<file path="src/rtl/reg_wb_unit_pkg.sv">
// reg_wb_unit_pkg
//   Shared constants and types for the register-file write-back unit:
//   register address/data widths, register count and the encoding used
//   to name which producer won the write port.
package reg_wb_unit_pkg;

   localparam int ADDR_W   = 4;
   localparam int DATA_W   = 16;
   localparam int NUM_REGS = 16;

   // Which producer owns the write port in a given cycle.
   typedef enum logic {
      SRC_ALU = 1'b0,
      SRC_MEM = 1'b1
   } src_e;

endpackage

</file>
<file path="src/rtl/reg_wb_unit_if.sv">
// reg_wb_unit_if
//   Bundles the producer handshakes, the decode issue/hazard signals and
//   the register-file write port of reg_wb_unit.
//   master : producers, decode and register file side (drives wbi_*)
//   slave  : the write-back unit (drives wbo_*)
interface reg_wb_unit_if;
   import reg_wb_unit_pkg::*;

   logic                wbi_alu_valid;
   logic [ADDR_W-1:0]   wbi_alu_addr;
   logic [DATA_W-1:0]   wbi_alu_data;
   logic                wbo_alu_ready;

   logic                wbi_mem_valid;
   logic [ADDR_W-1:0]   wbi_mem_addr;
   logic [DATA_W-1:0]   wbi_mem_data;
   logic                wbo_mem_ready;

   logic                wbi_issue_valid;
   logic [ADDR_W-1:0]   wbi_issue_addr;
   logic                wbo_issue_ready;
   logic [NUM_REGS-1:0] wbo_pending;

   logic [ADDR_W-1:0]   wbo_waddr;
   logic [DATA_W-1:0]   wbo_wdata;
   logic                wbo_wrn;

   modport master (
      output wbi_alu_valid, wbi_alu_addr, wbi_alu_data,
      input  wbo_alu_ready,
      output wbi_mem_valid, wbi_mem_addr, wbi_mem_data,
      input  wbo_mem_ready,
      output wbi_issue_valid, wbi_issue_addr,
      input  wbo_issue_ready, wbo_pending,
      input  wbo_waddr, wbo_wdata, wbo_wrn
   );

   modport slave (
      input  wbi_alu_valid, wbi_alu_addr, wbi_alu_data,
      output wbo_alu_ready,
      input  wbi_mem_valid, wbi_mem_addr, wbi_mem_data,
      output wbo_mem_ready,
      input  wbi_issue_valid, wbi_issue_addr,
      output wbo_issue_ready, wbo_pending,
      output wbo_waddr, wbo_wdata, wbo_wrn
   );

endinterface

</file>
<file path="src/rtl/reg_wb_scoreboard.sv">
// reg_wb_scoreboard
//   Per-register in-flight write counters. Decode increments a counter when
//   it issues an instruction targeting that register; the write-back port
//   decrements it when the result retires.
//   clk, rst      : clock, asynchronous active-high reset
//   inc_req       : decode wants to issue a write to inc_addr
//   inc_addr      : destination of the issuing instruction
//   dec_valid     : a write-back transfer happens this cycle to dec_addr
//   dec_addr      : destination of the retiring write
//   inc_ready     : issue accepted (counter not saturated, or freed by retire)
//   pending       : bit r set when counter r is non-zero (registered)
//   dec_underflow : retire targets a register whose counter is zero
module reg_wb_scoreboard
   import reg_wb_unit_pkg::*;
#(
   parameter int CNT_W = 2
) (
   input  logic                clk,
   input  logic                rst,
   input  logic                inc_req,
   input  logic [ADDR_W-1:0]   inc_addr,
   input  logic                dec_valid,
   input  logic [ADDR_W-1:0]   dec_addr,
   output logic                inc_ready,
   output logic [NUM_REGS-1:0] pending,
   output logic                dec_underflow
);

   localparam logic [CNT_W-1:0] CNT_MAX  = {CNT_W{1'b1}};
   localparam logic [CNT_W-1:0] CNT_ZERO = {CNT_W{1'b0}};
   localparam logic [CNT_W-1:0] CNT_ONE  = {{(CNT_W-1){1'b0}}, 1'b1};

   logic [CNT_W-1:0]    cnt_r     [NUM_REGS];
   logic [CNT_W-1:0]    cnt_nxt_s [NUM_REGS];
   logic [NUM_REGS-1:0] pending_r;
   logic [NUM_REGS-1:0] pending_nxt_s;
   logic                inc_ready_s;
   logic                underflow_s;

   // Issue acceptance: a same-cycle retire to the same register frees a slot.
   always_comb begin
      inc_ready_s = 1'b0;
      if ((cnt_r[inc_addr] != CNT_MAX) || (dec_valid && (dec_addr == inc_addr))) begin
         inc_ready_s = 1'b1;
      end else begin
         inc_ready_s = 1'b0;
      end
   end

   // Next counter values; retiring from zero leaves the counter at zero.
   always_comb begin
      for (int r = 0; r < NUM_REGS; r++) begin
         logic inc_hit_s;
         logic dec_hit_s;
         inc_hit_s        = inc_req && inc_ready_s && (inc_addr == ADDR_W'(r));
         dec_hit_s        = dec_valid && (dec_addr == ADDR_W'(r));
         cnt_nxt_s[r]     = cnt_r[r];
         case ({inc_hit_s, dec_hit_s})
            2'b10: cnt_nxt_s[r] = cnt_r[r] + CNT_ONE;
            2'b01: begin
               if (cnt_r[r] != CNT_ZERO) begin
                  cnt_nxt_s[r] = cnt_r[r] - CNT_ONE;
               end else begin
                  cnt_nxt_s[r] = CNT_ZERO;
               end
            end
            default: cnt_nxt_s[r] = cnt_r[r];
         endcase
         pending_nxt_s[r] = (cnt_nxt_s[r] != CNT_ZERO);
      end
   end

   // Retire against an idle register, reported to the checker.
   always_comb begin
      underflow_s = 1'b0;
      if (dec_valid && (cnt_r[dec_addr] == CNT_ZERO)) begin
         underflow_s = 1'b1;
      end else begin
         underflow_s = 1'b0;
      end
   end

   // Counter state and the pending mask that mirrors it.
   always_ff @(posedge clk or posedge rst) begin
      if (rst) begin
         for (int r = 0; r < NUM_REGS; r++) begin
            cnt_r[r] <= CNT_ZERO;
         end
         pending_r <= {NUM_REGS{1'b0}};
      end else begin
         for (int r = 0; r < NUM_REGS; r++) begin
            cnt_r[r] <= cnt_nxt_s[r];
         end
         pending_r <= pending_nxt_s;
      end
   end

   assign inc_ready     = inc_ready_s;
   assign pending       = pending_r;
   assign dec_underflow = underflow_s;

   reg_wb_scoreboard_chk u_chk (
      .clk           (clk),
      .rst           (rst),
      .dec_underflow (underflow_s)
   );

endmodule

</file>
<file path="src/rtl/reg_wb_scoreboard_chk.sv">
// reg_wb_scoreboard_chk
//   Simulation-only checker for the in-flight scoreboard: flags a
//   write-back that retires a register with no outstanding issue.
//   clk, rst      : scoreboard clock and asynchronous active-high reset
//   dec_underflow : retire strobe hit a zero counter this cycle
module reg_wb_scoreboard_chk (
   input logic clk,
   input logic rst,
   input logic dec_underflow
);

   // A retire on an idle register means a producer wrote without an issue.
   always @(posedge clk) begin
      if (!rst) begin
         assert (!dec_underflow)
            else $warning("reg_wb_scoreboard: write-back to a register with no in-flight issue");
      end
   end

endmodule

</file>
<file path="src/rtl/reg_wb_unit.sv">
// reg_wb_unit
//   Sole driver of the 16x16 register-file write port. Arbitrates ALU and
//   MEM results (MEM first, ALU force-granted after STARVE_LIMIT blocked
//   cycles), registers the winning write, and tracks in-flight writes per
//   register so decode can stall on hazards.
//   wbi_clk : clock, all state on rising edge
//   wbi_rst : asynchronous active-high reset
//   bus     : producer handshakes, issue/pending, register write port
module reg_wb_unit
   import reg_wb_unit_pkg::*;
#(
   parameter int STARVE_LIMIT = 3,
   parameter int CNT_W        = 2
) (
   input logic           wbi_clk,
   input logic           wbi_rst,
   reg_wb_unit_if.slave  bus
);

   localparam logic [3:0] STARVE_MAX = 4'(STARVE_LIMIT);

   logic [3:0]        starve_r;
   logic [3:0]        starve_nxt_s;
   logic              starve_hit_s;
   logic              alu_ready_s;
   logic              mem_ready_s;
   logic              alu_xfer_s;
   logic              mem_xfer_s;
   logic              xfer_s;
   src_e              grant_s;
   logic [ADDR_W-1:0] sel_addr_s;
   logic [DATA_W-1:0] sel_data_s;
   logic              wrn_r;
   logic [ADDR_W-1:0] waddr_r;
   logic [DATA_W-1:0] wdata_r;

   // Readies depend only on the other source and the starve state, so the
   // two transfers can never fire together.
   always_comb begin
      starve_hit_s = (starve_r == STARVE_MAX);
      mem_ready_s  = !(bus.wbi_alu_valid && starve_hit_s);
      alu_ready_s  = !bus.wbi_mem_valid || starve_hit_s;
      alu_xfer_s   = bus.wbi_alu_valid && alu_ready_s;
      mem_xfer_s   = bus.wbi_mem_valid && mem_ready_s;
      xfer_s       = alu_xfer_s || mem_xfer_s;
      if (mem_xfer_s) begin
         grant_s = SRC_MEM;
      end else begin
         grant_s = SRC_ALU;
      end
   end

   // Route the granted producer onto the write path.
   always_comb begin
      sel_addr_s = bus.wbi_alu_addr;
      sel_data_s = bus.wbi_alu_data;
      case (grant_s)
         SRC_ALU: begin
            sel_addr_s = bus.wbi_alu_addr;
            sel_data_s = bus.wbi_alu_data;
         end
         SRC_MEM: begin
            sel_addr_s = bus.wbi_mem_addr;
            sel_data_s = bus.wbi_mem_data;
         end
         default: begin
            sel_addr_s = bus.wbi_alu_addr;
            sel_data_s = bus.wbi_alu_data;
         end
      endcase
   end

   // Count cycles where a waiting ALU result loses to MEM.
   always_comb begin
      starve_nxt_s = 4'd0;
      if (bus.wbi_alu_valid && bus.wbi_mem_valid && mem_xfer_s) begin
         if (starve_r == 4'hF) begin
            starve_nxt_s = starve_r;
         end else begin
            starve_nxt_s = starve_r + 4'd1;
         end
      end else begin
         starve_nxt_s = 4'd0;
      end
   end

   // Starve counter state.
   always_ff @(posedge wbi_clk or posedge wbi_rst) begin
      if (wbi_rst) begin
         starve_r <= 4'd0;
      end else begin
         starve_r <= starve_nxt_s;
      end
   end

   // Write-port register: strobe for one cycle per transfer, address and
   // data hold their last value between writes.
   always_ff @(posedge wbi_clk or posedge wbi_rst) begin
      if (wbi_rst) begin
         wrn_r   <= 1'b0;
         waddr_r <= {ADDR_W{1'b0}};
         wdata_r <= {DATA_W{1'b0}};
      end else begin
         wrn_r <= xfer_s;
         if (xfer_s) begin
            waddr_r <= sel_addr_s;
            wdata_r <= sel_data_s;
         end else begin
            waddr_r <= waddr_r;
            wdata_r <= wdata_r;
         end
      end
   end

   reg_wb_scoreboard #(
      .CNT_W (CNT_W)
   ) u_scoreboard (
      .clk           (wbi_clk),
      .rst           (wbi_rst),
      .inc_req       (bus.wbi_issue_valid),
      .inc_addr      (bus.wbi_issue_addr),
      .dec_valid     (xfer_s),
      .dec_addr      (sel_addr_s),
      .inc_ready     (bus.wbo_issue_ready),
      .pending       (bus.wbo_pending),
      .dec_underflow ()
   );

   assign bus.wbo_alu_ready = alu_ready_s;
   assign bus.wbo_mem_ready = mem_ready_s;
   assign bus.wbo_wrn       = wrn_r;
   assign bus.wbo_waddr     = waddr_r;
   assign bus.wbo_wdata     = wdata_r;

endmodule

</file>
<file path="src/flat_wrapper.sv">
// flat-port wrapper written by rule: the top's interface ports become plain ports
module reg_wb_unit_flat import reg_wb_unit_pkg::*;
#(
   parameter int STARVE_LIMIT = 3,
   parameter int CNT_W        = 2
)
  (wbi_clk, wbi_rst, bus_wbi_alu_valid, bus_wbi_alu_addr, bus_wbi_alu_data, bus_wbo_alu_ready, bus_wbi_mem_valid, bus_wbi_mem_addr, bus_wbi_mem_data, bus_wbo_mem_ready, bus_wbi_issue_valid, bus_wbi_issue_addr, bus_wbo_issue_ready, bus_wbo_pending, bus_wbo_waddr, bus_wbo_wdata, bus_wbo_wrn);
  reg_wb_unit_if bus_i ();
  input logic wbi_clk;
  input logic wbi_rst;
  input wire logic [$bits(bus_i.wbi_alu_valid)-1:0] bus_wbi_alu_valid;
  input wire logic [$bits(bus_i.wbi_alu_addr)-1:0] bus_wbi_alu_addr;
  input wire logic [$bits(bus_i.wbi_alu_data)-1:0] bus_wbi_alu_data;
  output wire logic [$bits(bus_i.wbo_alu_ready)-1:0] bus_wbo_alu_ready;
  input wire logic [$bits(bus_i.wbi_mem_valid)-1:0] bus_wbi_mem_valid;
  input wire logic [$bits(bus_i.wbi_mem_addr)-1:0] bus_wbi_mem_addr;
  input wire logic [$bits(bus_i.wbi_mem_data)-1:0] bus_wbi_mem_data;
  output wire logic [$bits(bus_i.wbo_mem_ready)-1:0] bus_wbo_mem_ready;
  input wire logic [$bits(bus_i.wbi_issue_valid)-1:0] bus_wbi_issue_valid;
  input wire logic [$bits(bus_i.wbi_issue_addr)-1:0] bus_wbi_issue_addr;
  output wire logic [$bits(bus_i.wbo_issue_ready)-1:0] bus_wbo_issue_ready;
  output wire logic [$bits(bus_i.wbo_pending)-1:0] bus_wbo_pending;
  output wire logic [$bits(bus_i.wbo_waddr)-1:0] bus_wbo_waddr;
  output wire logic [$bits(bus_i.wbo_wdata)-1:0] bus_wbo_wdata;
  output wire logic [$bits(bus_i.wbo_wrn)-1:0] bus_wbo_wrn;
  assign bus_i.wbi_alu_valid = bus_wbi_alu_valid;
  assign bus_i.wbi_alu_addr = bus_wbi_alu_addr;
  assign bus_i.wbi_alu_data = bus_wbi_alu_data;
  assign bus_wbo_alu_ready = bus_i.wbo_alu_ready;
  assign bus_i.wbi_mem_valid = bus_wbi_mem_valid;
  assign bus_i.wbi_mem_addr = bus_wbi_mem_addr;
  assign bus_i.wbi_mem_data = bus_wbi_mem_data;
  assign bus_wbo_mem_ready = bus_i.wbo_mem_ready;
  assign bus_i.wbi_issue_valid = bus_wbi_issue_valid;
  assign bus_i.wbi_issue_addr = bus_wbi_issue_addr;
  assign bus_wbo_issue_ready = bus_i.wbo_issue_ready;
  assign bus_wbo_pending = bus_i.wbo_pending;
  assign bus_wbo_waddr = bus_i.wbo_waddr;
  assign bus_wbo_wdata = bus_i.wbo_wdata;
  assign bus_wbo_wrn = bus_i.wbo_wrn;
  reg_wb_unit #(.STARVE_LIMIT(STARVE_LIMIT), .CNT_W(CNT_W)) u_core (.wbi_clk(wbi_clk), .wbi_rst(wbi_rst), .bus(bus_i));
endmodule
</file>
<file path="config.mk">
export PLATFORM = sky130hd
export DESIGN_NAME = reg_wb_unit_flat
export DESIGN_NICKNAME = d
export VERILOG_FILES = /design/src/rtl/reg_wb_unit_pkg.sv /design/src/rtl/reg_wb_unit_if.sv /design/src/rtl/reg_wb_scoreboard.sv /design/src/rtl/reg_wb_scoreboard_chk.sv /design/src/rtl/reg_wb_unit.sv /design/src/flat_wrapper.sv
export SDC_FILE = /design/constraint.sdc
export NUM_CORES = 1
export LEC_CHECK = 0
export BUFFER_PORTS_ARGS = -buffer_cell sky130_fd_sc_hd__buf_2
export CAP_MARGIN = 0
export CORE_MARGIN = 2
export CORE_UTILIZATION = 40
export CTS_BUF_LIST = sky130_fd_sc_hd__clkbuf_8
export DETAILED_ROUTE_END_ITERATION = 16
export GPL_TIMING_DRIVEN = 0
export HOLD_SLACK_MARGIN = 0.05
export PLACE_DENSITY = 0.65
export SYNTH_ARGS = -nofsm -noshare
export SYNTH_HDL_FRONTEND = slang
export SYNTH_SLANG_ARGS = --single-unit
</file>
<file path="constraint.sdc">
create_clock -name wbi_clk -period 4.3 [get_ports wbi_clk]
set_input_delay 0.43 -clock wbi_clk [delete_from_list [all_inputs] [get_ports wbi_clk]]
set_output_delay 0.43 -clock wbi_clk [all_outputs]
set_load 0.01 [all_outputs]
</file>
Word level (Yosys, flattened, before mapping):

Cells that the tools add are included.

* flip-flop bits (word level): 73
* bits in latches: 0
* bits in writable memories: 0
* bits in read-only memories: 0
* input port bits: 49
* output and inout port bits: 40
* logic and storage cells: 243
* memories: 0

* add/sub/neg operators: 33
* multiply operators: 0
* div/mod/pow operators: 0
* magnitude comparators: 1
* equal/unequal tests: 67
* shift operators: 0
* mux-type cells: 41
* bitwise gates (word level): 2
* reduce and logical (&&, ||, !) cells: 78

Operators by type and width (count)
* $eq A4 B4 Y1 const B: 17
* $pmux W2 S2: 16
* $reduce_bool A2 Y1: 32
* $logic_and A1 B1 Y1: 39
* $mux W2: 18
* $add A2 B1 Y2 const B: 16
* $eq A2 B1 Y1 const B: 16
* $eq A2 B2 Y1 const B: 16
* $eq A4 B3 Y1 const B: 8
* $pmux W16 S2: 1
* $sub A2 B1 Y2 const B: 16
* $eq A4 B2 Y1 const B: 5
* $bmux W2 S4: 1
* $eq A4 B1 Y1 const B: 2
* $logic_not A4 Y1: 2
* $mux W4: 2
* $pmux W4 S2: 1
* $ge A5 B5 Y1 const B: 1
* $not A4 Y5: 1
* $add A4 B1 Y4 const B: 1
* $eq A4 B4 Y1: 1
* $ne A2 B2 Y1 const B: 2
* $logic_or A1 B1 Y1: 3
* $logic_not A1 Y1: 2
* 2 further kinds: 3

Longest topological paths before layout:

Gate-level depths: netlist (run 1).

* depth after elaboration: 16
* mapped depth: 14
* mapped depth without buffers: 11

By module:

A second synthesis (run 1) with hierarchy kept.

* cell total of the unflattened synthesis: 555
* area, all modules: 5133.7 um2

Modules (own cells, without submodules)
* reg_wb_scoreboard: times used 1, cells each 421, area an instance 3723.6 um2
* reg_wb_unit: times used 1, cells each 134, area an instance 1410.1 um2

Least setup slack after synthesis (run 1):

OpenSTA, ideal clock, no wires.

* kind: input to register
* start point: input port bus_wbi_issue_addr[1]
* end point: register u_core.u_scoreboard.pending_r[5], in the netlist u_core.u_scoreboard.pending[5]
* library setup time: 0.127 ns
* arrival: 3.033 ns
* data required time: 4.173 ns
* setup slack: 1.140 ns
* stages: 12
* cell sequence: buf_2 -> clkbuf_1 -> mux4_2 -> a22o_1 -> nor2_2 -> a211oi_2 -> buf_6 -> or4_1 -> ha_1 -> a221oi_1 -> a21oi_1 -> or2_2

RTL lines
* start, declared: RTL line flat_wrapper.sv:20 `input wire logic [$bits(bus_i.wbi_issue_addr)-1:0] bus_wbi_issue_addr;`
* end signal, assigned: RTL line reg_wb_scoreboard.sv:89 `pending_r <= {NUM_REGS{1'b0}};`
* end signal, assigned: RTL line reg_wb_scoreboard.sv:94 `pending_r <= pending_nxt_s;`
* end, declared: RTL line reg_wb_scoreboard.sv:35 `logic [NUM_REGS-1:0] pending_r;`

==> impl_results.md, run 1 <==
* I/O pin count at 89
* Transition time of the tightest slew-check pin at 0.9040 ns
* Area share of the largest cell type after synthesis at a little under two fifths
* Cell row count at 40
* Max-Cap Viols at 0
* #FFs+latches synth at 73
* Violation count after the first detailed-route iteration at slightly above 300
* Critical Path Most Common Cell: ha_1
* Maximum number of pins on one net before global-route repair at 74
* Max clock buf depth at 2
* GR peak layer: met2
* Static leakage at around 2.8 nW
* Initial core utilization at 40.79%
* Count of hold buffers inserted by post-cts repair at 0
* Number of resized instances in the post-cts repair step at 0
* First-pass DRT Iterations at 5
* Power Dens Cells at approximately 360 nW/um^2
* Number of buffers created by CTS at 9
* Peak ir drop on the vdd network at between 0.0002 and 0.00025 V
* Count of port buffers added during placement at 84
* Maximum fanout along the worst path at 10
* Period utilization at 83.06%
* Fraction of final layout cells sized beyond drive strength 1 at between 20% and 30%
* Total of warnings raised by yosys at 0
* Synthesized netlist net count at 633
* ANT nets after route at 0
* Period minus WS final at 3.571 ns
* N_diodes at 0
* Largest cells by area after synthesis: dfrtp_1 37%, ha_1 17%, nand2_1 5.9%, a22oi_1 4.9%, a221oi_1 2.9%
* Global-route track usage on met3 at 5.082%
* Longest individual stage delay on the worst path at around 0.50 ns
* Final standard cell utilization of the core at between 40% and 50%
* Vias per cell at 5.465
* Count of buffering cells on the critical path with inverters included at 1
* Critical path, cell by cell: ha_1 > or3b_1 > a21boi_2 > a2bb2o_1 > a211oi_2 > buf_6 > or4_1 > ha_1 > a221oi_1 > a21oi_1 > or2_2
* Gate count after technology mapping at 519
* Vertical die dimension at 114.5 microns
* Number of antenna violations at the first check in global routing at 0
* Reg clk slew, reported paths at 0.09 ns
* DRC at 0
* CP Data Required Time at roughly 4.6 ns
* Fill cell total of the finished layout at 1102
* Global placement routability congestion at 0.9653
* Final-report hold violation count at 0
* Global-route track usage on met1 at 24.41%
* Max-slew headroom at 39.73%
* Unrepaired setup endpoints after global routing: false
* Met2 layer usage reported by global route at about a third
* Worst-Skew Late Latency at about 0.37 ns
* Count of final setup violators at 0
* Number of distinct library cells after synthesis at 47
* Total setup buffers inserted after CTS at 0
* Core Area at 11960 sq um
* Count of pins over their slew limit at 0
* Primary flip-flop cell chosen by synthesis mapping: dfrtp_1
* Path class of the lowest-slack min-delay path: primary input to async pin
* Number of enable flip-flop cells after synthesis at 0
* Clk Tree Root Cell: clkbuf_8
* CTS HTree Levels at 3
* Number of instances in the placed design at 750
* Async S/R FF share, synth at 100.0%
* Post-Route Setup TNS at 0 ns
* Slowest stage cell, crit path: or4_1
* CP Class: register to register
* Max Clk Rate at 280.0 MHz
* Register area share after synthesis at 37.44%
* Layout Skew at between 0.01 and 0.015 ns
* Number of standard cells in the final layout excluding fillers at roughly 770
* Wire length reported by the detailed router at 12210 microns
* DP HPWL at between 9000 and 10000 microns
* Post-Syn Area per Cell at 9.402 sq um
* Worst path arrival time at 3.82 ns
* Routed len/inst at 15.94 microns
* Clock tree from TritonCTS: done
* Number of sinks handled by clock tree synthesis at 73
* Netlist area before placement at a little under 5000 sq um
* Total GRT Usage at 19.65%
* Total number of vias at ~4200
* Area enclosed by the die boundary at 13100 sq um
* Wire length of the first global-routing pass at a little over 20000 microns
* Die width at about 110 microns
* Vias in the first global route at 4200
* Biggest area consumer among synthesized cells: dfrtp_1
* Critical path startpoint category: register
* Hold Slack at 0.2184 ns
* Total gr overflow at 0
* Family with the most delay on the worst path: simple AND/OR/NAND/NOR gates
* Worst setup EP type: register
* Signed area change from the synthesized netlist to the final layout at 17.87%
* Run status: completed
* Net count, final at 728
[final timing paths]
kind	depth (start not counted)	startpoint	slack, ns	end
worst min-delay path	2	wbi_rst	0.22	u_core.u_scoreboard.pending[1]
worst max-delay path	11	u_core.starve_r[0]	0.73	u_core.u_scoreboard.pending[5]
worst min register to register	2	u_core.bus.wbo_wdata[6]	0.47	u_core.bus.wbo_wdata[6]
min in group wbi_clk	3	bus_wbi_mem_data[15]	0.28	u_core.bus.wbo_wdata[15]
worst max register to register	11	u_core.starve_r[0]	0.73	u_core.u_scoreboard.pending[5]
max in group asynchronous	2	wbi_rst	3.44	u_core.u_scoreboard.pending[3]
[registers in the layout, summed over array words and instances (netlist names)]
name	count
u_core.bus.wbo_waddr	4
u_core.starve_r	4
u_core.u_scoreboard.cnt_r	32
u_core.bus.wbo_wrn	1
u_core.bus.wbo_wdata	16
u_core.u_scoreboard.pending	16
[placed cells by master (no fill, tap or decap), types with 2 or more instances in the layout]
master	n
mux2i_1	3
clkbuf_1	12
or4_1	8
xnor2_1	4
clkbuf_8	9
nor2b_1	3
nand2b_1	13
nor3_1	6
nor3b_1	5
a21oi_1	19
nor2_1	30
nand2_1	77
mux4_2	5
o21a_1	5
dfrtp_1	73
nor4_1	8
o21ai_0	26
a221oi_1	16
a211oi_1	2
and2_1	4
bufinv_16	4
a22oi_1	32
or2_2	17
buf_2	88
a22o_1	4
xor2_1	3
ha_1	65
nand3_1	15
buf_6	2
inv_1	35
nor2_2	2
mux4_1	3
[stage by stage]
stage | area (sq um) | total power, W | setup slack, ns
floorplan | 4880 | 0.001188 | 1.140
global placement | 5484 | 0.001350 | 0.6425
detailed placement | 5487 | 0.001379 | 0.5823
CTS | 5752 | 0.002106 | 0.7234
global route | 5752 | 0.002209 | 0.4274
finish | 5752 | 0.002075 | 0.7286
[synth_stat cells (2+ instances only)]
cell type  count
xor2_1         3
a211oi_1       2
mux4_1         3
a22oi_1       32
and2_1         4
a21oi_1       19
nor4_1         8
ha_1          65
nor2b_1        3
nand3_1       15
nand2b_1      13
xnor2_1        4
dfrtp_1       73
mux2i_1        3
mux4_2         5
nor3b_1        5
buf_6          2
o21a_1         5
nor2_2         2
o21ai_0       26
buf_2          4
a221oi_1      16
nor2_1        30
clkbuf_1      12
or2_2         17
inv_1         36
nand2_1       77
or4_1          8
a22o_1         4
nor3_1         6
[cell type report]
class / instances / area, sq um / area share [%]
Buffer: 20 / 106.4 / 1.849
Clock buffer: 9 / 123.9 / 2.154
Clock inverter: 7 / 141.4 / 2.458
Inverter: 38 / 145.1 / 2.523
Multi-Input combinational cell: 388 / 2804 / 48.75
Sequential cell: 73 / 1827 / 31.76
Tap cell: 147 / 183.9 / 3.198
Timing Repair Buffer: 84 / 420.4 / 7.309
[power breakdown]
group	switching, W	total (W)	internal (W)
combinational	0.000287	0.000494	0.000208
sequential	0.0000670	0.000867	0.000800
clock	0.000269	0.000714	0.000445
[kinds of logic (layout without fill, tap and decap cells)]
family | Yosys count | in the layout | share of synthesized area, %
compound gates | 114 | 114 | 16.05
flops | 73 | 73 | 37.44
buf+inv | 58 | 158 | 5.102
simple gates | 191 | 191 | 18.95
mux | 11 | 11 | 4.539
fa+ha+maj | 65 | 65 | 16.67
xor+xnor | 7 | 7 | 1.256
[per-layer routing]
layer	up-vias	part of all wire (%)	wire length (microns)
li1	2032	-	-
met1	2002	45	5461
met2	143	47	5789
met3	9	6.8	835
met4	0	0.99	121
met5	-	0	0
(Power assumes the default switching activity.)
==> run 2: changes to the inputs <==
--- a/config.mk
+++ b/config.mk
@@ -5,6 +5,7 @@
 export SDC_FILE = /design/constraint.sdc
 export NUM_CORES = 1
 export LEC_CHECK = 0
+export ABC_AREA = 1
 export BUFFER_PORTS_ARGS = -buffer_cell sky130_fd_sc_hd__buf_2
 export CAP_MARGIN = 0
 export CORE_MARGIN = 2
@@ -13,7 +14,7 @@
 export DETAILED_ROUTE_END_ITERATION = 16
 export GPL_TIMING_DRIVEN = 0
 export HOLD_SLACK_MARGIN = 0.05
-export PLACE_DENSITY = 0.65
+export PLACE_DENSITY = 0.64
 export SYNTH_ARGS = -nofsm -noshare
 export SYNTH_HDL_FRONTEND = slang
 export SYNTH_SLANG_ARGS = --single-unit
==> constraint.sdc (replaced) <==
create_clock -name wbi_clk -period 3.55 [get_ports wbi_clk]
set_input_delay 0.355 -clock wbi_clk [delete_from_list [all_inputs] [get_ports wbi_clk]]
set_output_delay 0.355 -clock wbi_clk [all_outputs]
set_load 0.01 [all_outputs]
==> impl_results.md, run 2 <==
* Power Dens Cells at 427.7 nW/um^2 (was 360.8 nW/um^2)
* Path class of the lowest-slack min-delay path: primary input to register (was primary input to async pin)
* Count of pins over their slew limit at 0 (unchanged)
* Critical path startpoint category: register (unchanged)
* Total gr overflow at 0 (unchanged)
* Layout Skew at 0.01449 ns (was 0.01241 ns)
* Int Pwr at 0.001640 W (was 0.001452 W)
* Fill cell total of the finished layout at 1285 (was 1102)
* Maximum number of pins on one net before global-route repair at 42 (was 74)
* Maximum fanout along the worst path at 10 (unchanged)
* Clk Tree Root Cell: clkbuf_8 (unchanged)
* Number of sinks handled by clock tree synthesis at 73 (unchanged)
* Core Area at 12110 sq um (was 11960 sq um)
* DRC at 0 (unchanged)
* R2R depth at 16 (was 11)
* Post-Route Setup TNS at 0 ns (unchanged)
* N_diodes at 0 (unchanged)
* Fraction of power consumed by combinational cells at 28.3% (was 23.8%)
* Run status: completed (unchanged)
* Count of hold buffers inserted by post-cts repair at 1 (was 0)
* Number of resized instances in the post-cts repair step at 0 (unchanged)
* I/O pin count at 89 (unchanged)
* Vias per cell at 4.910 (was 5.465)
* Signed area change from the synthesized netlist to the final layout at 17.51% (was 17.87%)
* Wire length reported by the detailed router at 11880 microns (was 12210 microns)
* Register area share after synthesis at 36.58% (was 37.44%)
* Synthesized netlist net count at 757 (was 633)
* Largest register by flop count: u_core.u_scoreboard.cnt_r (unchanged)
* Transition time of the tightest slew-check pin at 0.4956 ns (was 0.9040 ns)
* CP Class: register to register (unchanged)
* Most frequent cells after synthesis: 142 x nand2_1, 106 x inv_1, 73 x dfrtp_1, 69 x nor2_1, 65 x ha_1 (was 77 x nand2_1, 73 x dfrtp_1, 65 x ha_1, 36 x inv_1, 32 x a22oi_1)
* Fraction of final layout cells sized beyond drive strength 1 at 20.27% (was 21.81%)
* Wire length of the first global-routing pass at 20310 microns (was 20150 microns)
* Reg clk slew, reported paths at 0.09 ns (about the same)
* Origin of the worst min-delay path: bus_wbi_mem_data[14]
* Peak ir drop on the vdd network at 0.0002959 V (was 0.0002086 V)
* Clk pwr share at 27.8% (was 34.4%)
* Part of the power in registers at 43.9% (was 41.8%)
* Number of distinct library cells after synthesis at 29 (was 47)
* Worst hold stages at 3
* Cell row count at 40 (unchanged)
* Final-report hold violation count at 0 (unchanged)
* DP HPWL at 9457 microns (was 9312 microns)
* Worst-Skew Late Latency at 0.38 ns (was 0.37 ns)
* Worst path arrival time at 3.26 ns (was 3.82 ns)
* R2R Path Start: u_core.starve_r[0] (unchanged)
* Total GRT Usage at 19.32% (was 19.65%)
* Hold Crit Endpoint: u_core.bus.wbo_wdata[14]
* Vertical die dimension at 115.7 microns (was 114.5 microns)
* Netlist area before placement at 4994 sq um (was 4880 sq um)
* Switching power summed over all nets at 0.0008691 W (was 0.0006228 W)
* Top library cells by usage in the layout, fill and taps aside: 142 x nand2_1, 105 x inv_1, 87 x buf_2 (was 88 x buf_2, 77 x nand2_1, 73 x dfrtp_1)
* Max-Cap Viols at 0 (unchanged)
* Final setup slack of the worst path at 0.5461 ns (was 0.7286 ns)
* Place WS at 0.5762 ns (was 0.5823 ns)
* Slowest stage cell, crit path: dfrtp_1 (was or4_1)
* First-pass DRT Iterations at 5 (unchanged)
* Max Clk Rate at 332.9 MHz (was 280.0 MHz)
* Net count, final at 854 (was 728)
* Max-slew headroom at 66.96% (was 39.73%)
* Routed len/inst at 13.02 microns (was 15.94 microns)
* Worst setup EP type: register (unchanged)
* ANT nets after route at 0 (unchanged)
* Worst reg-to-reg setup slack at 0.55 ns (was 0.73 ns)
* Period utilization at 84.62% (was 83.06%)
* Count of port buffers added during placement at 84 (unchanged)
* Biggest area consumer among synthesized cells: dfrtp_1 (unchanged)
* Largest register FFs at 32 (unchanged)
* Die width at 115.7 microns (was 114.5 microns)
* Number of buffers created by CTS at 9 (unchanged)
* Primary flip-flop cell chosen by synthesis mapping: dfrtp_1 (unchanged)
* Largest cells by area after synthesis: dfrtp_1 37%, ha_1 16%, nand2_1 11%, inv_1 8.0%, nor2_1 5.2% (was dfrtp_1 37%, ha_1 17%, nand2_1 5.9%, a22oi_1 4.9%, a221oi_1 2.9%)
* Reg-to-reg critical path endpoint: u_core.u_scoreboard.pending[1] (was u_core.u_scoreboard.pending[5])
* Unrepaired setup endpoints after global routing: false (unchanged)
* Number of antenna violations at the first check in global routing at 0 (unchanged)
* Most common cell after layout, fill and taps aside: nand2_1 (was buf_2)
* Clock tree from TritonCTS: done (unchanged)
* Longest individual stage delay on the worst path at 0.42 ns (was 0.50 ns)
* Area share of the largest cell type after synthesis at 36.58% (was 37.44%)
* Vias in the first global route at 4518 (was 4200)
* Initial core utilization at 41.23% (was 40.79%)
* CTS HTree Levels at 3 (unchanged)
* Period minus WS final at 3.004 ns (was 3.571 ns)
* Area enclosed by the die boundary at 13390 sq um (was 13100 sq um)
* Total setup buffers inserted after CTS at 0 (unchanged)
* Count of final setup violators at 0 (unchanged)
* Critical path, cell by cell: ha_1 > nand3_4 > nand2_8 > inv_2 > nand2_2 > nand2_2 > nand2_1 > nand2_1 > nand3_2 > nand2_4 > buf_4 > nand3_1 > ha_1 > a21oi_1 > a22oi_1 > or2_2 (was ha_1 > or3b_1 > a21boi_2 > a2bb2o_1 > a211oi_2 > buf_6 > or4_1 > ha_1 > a221oi_1 > a21oi_1 > or2_2)
* Number of enable flip-flop cells after synthesis at 0 (unchanged)
* Async S/R FF share, synth at 100.0% (unchanged)
* Post-Syn Area per Cell at 7.766 sq um (was 9.402 sq um)
* Static leakage at 3.016 nW (was 2.772 nW)
* Max clock buf depth at 2 (unchanged)
* #FFs+latches synth at 73 (unchanged)
* Violation count after the first detailed-route iteration at 267 (was 309)
* Global placement routability congestion at 0.8909 (was 0.9653)
* Total number of vias at 4483 (was 4186)
* Leading cell type by number of instances after synthesis: nand2_1 (unchanged)
* Total of warnings raised by yosys at 0 (unchanged)
* Sw frac at 34.63% (was 30.01%)
* CP Data Required Time at 3.80 ns (was 4.55 ns)
* Gate count after technology mapping at 643 (was 519)
-- run 2: layer usage --
metal / part of all wire [%] / up-vias / global-route usage [%]
met5: 0 / - / 0
met1: 44 / 2154 / 22.75
met4: 1.7 / 0 / 7.302
li1: - / 2229 / -
met2: 51 / 85 / 34.15
met3: 3.5 / 15 / 4.655
-- run 2: cell families (layout without fill, tap and decap cells) --
family          Yosys count  count (layout)  synth area share [%]
xor+xnor                  3               3                0.5263
flops                    73              73                 36.58
fa+ha+maj                65              65                 16.29
simple gates            290             290                 25.76
buf+inv                 123             225                 9.847
compound gates           89              89                 11.00
-- run 2: cell type report --
cell class,count,area (sq um),share of cell area (%)
Buffer,14,82.58,1.407
Sequential cell,73,1827,31.13
Tap cell,168,210.2,3.582
Multi-Input combinational cell,447,2675,45.59
Clock buffer,10,137.6,2.345
Inverter,109,411.6,7.015
Clock inverter,6,73.82,1.258
Timing Repair Buffer,86,450.4,7.676
-- run 2: critical path, delay by kind of cell (launching register included) --
family | cells | cell delay, ns
AND/OR/NAND/NOR | 10 | 1.26
adder cells (fa/ha/maj) | 2 | 0.65
flip-flops | 1 | 0.42
buffers and inverters | 2 | 0.34
AO/OA/AOI/OAI | 2 | 0.23
-- run 2: how the worst max path moves through the flow --
stage	to	slack, ns	start
2_1_floorplan	u_core.u_scoreboard.pending[11]	0.91	u_core.starve_r[0]
3_3_place_gp	u_core.u_scoreboard.pending[13]	0.44	wbi_rst
3_5_place_dp	u_core.u_scoreboard.pending[1]	0.58	u_core.starve_r[0]
4_1_cts	u_core.u_scoreboard.pending[1]	0.54	u_core.starve_r[0]
5_1_grt	u_core.u_scoreboard.pending[7]	0.27	u_core.starve_r[0]
6_report	u_core.u_scoreboard.pending[1]	0.55	u_core.starve_r[0]
-- run 2: stage by stage --
step,cells,hold WS (ns),cell area [sq um],power (W),util [%]
finish,913,0.1749,5868,0.002510,48.45
global route,913,0.1712,5868,0.002702,48.45
CTS,913,0.1504,5868,0.002549,48.45
detailed placement,896,0.3965,5647,0.001834,46.62
global placement,895,0.4539,5624,0.001790,46.44
floorplan,643,0.4719,4994,0.001569,-
-- run 2: power groups by stage --
stage,registers (W),clock network [W],logic (W)
after floorplan,0.00115,0,0.000422
after global placement,0.00111,0,0.000679
after detailed placement,0.00112,0,0.000716
after CTS,0.00110,0.000726,0.000719
after global routing,0.00112,0.000758,0.000820
final,0.00110,0.000698,0.000711
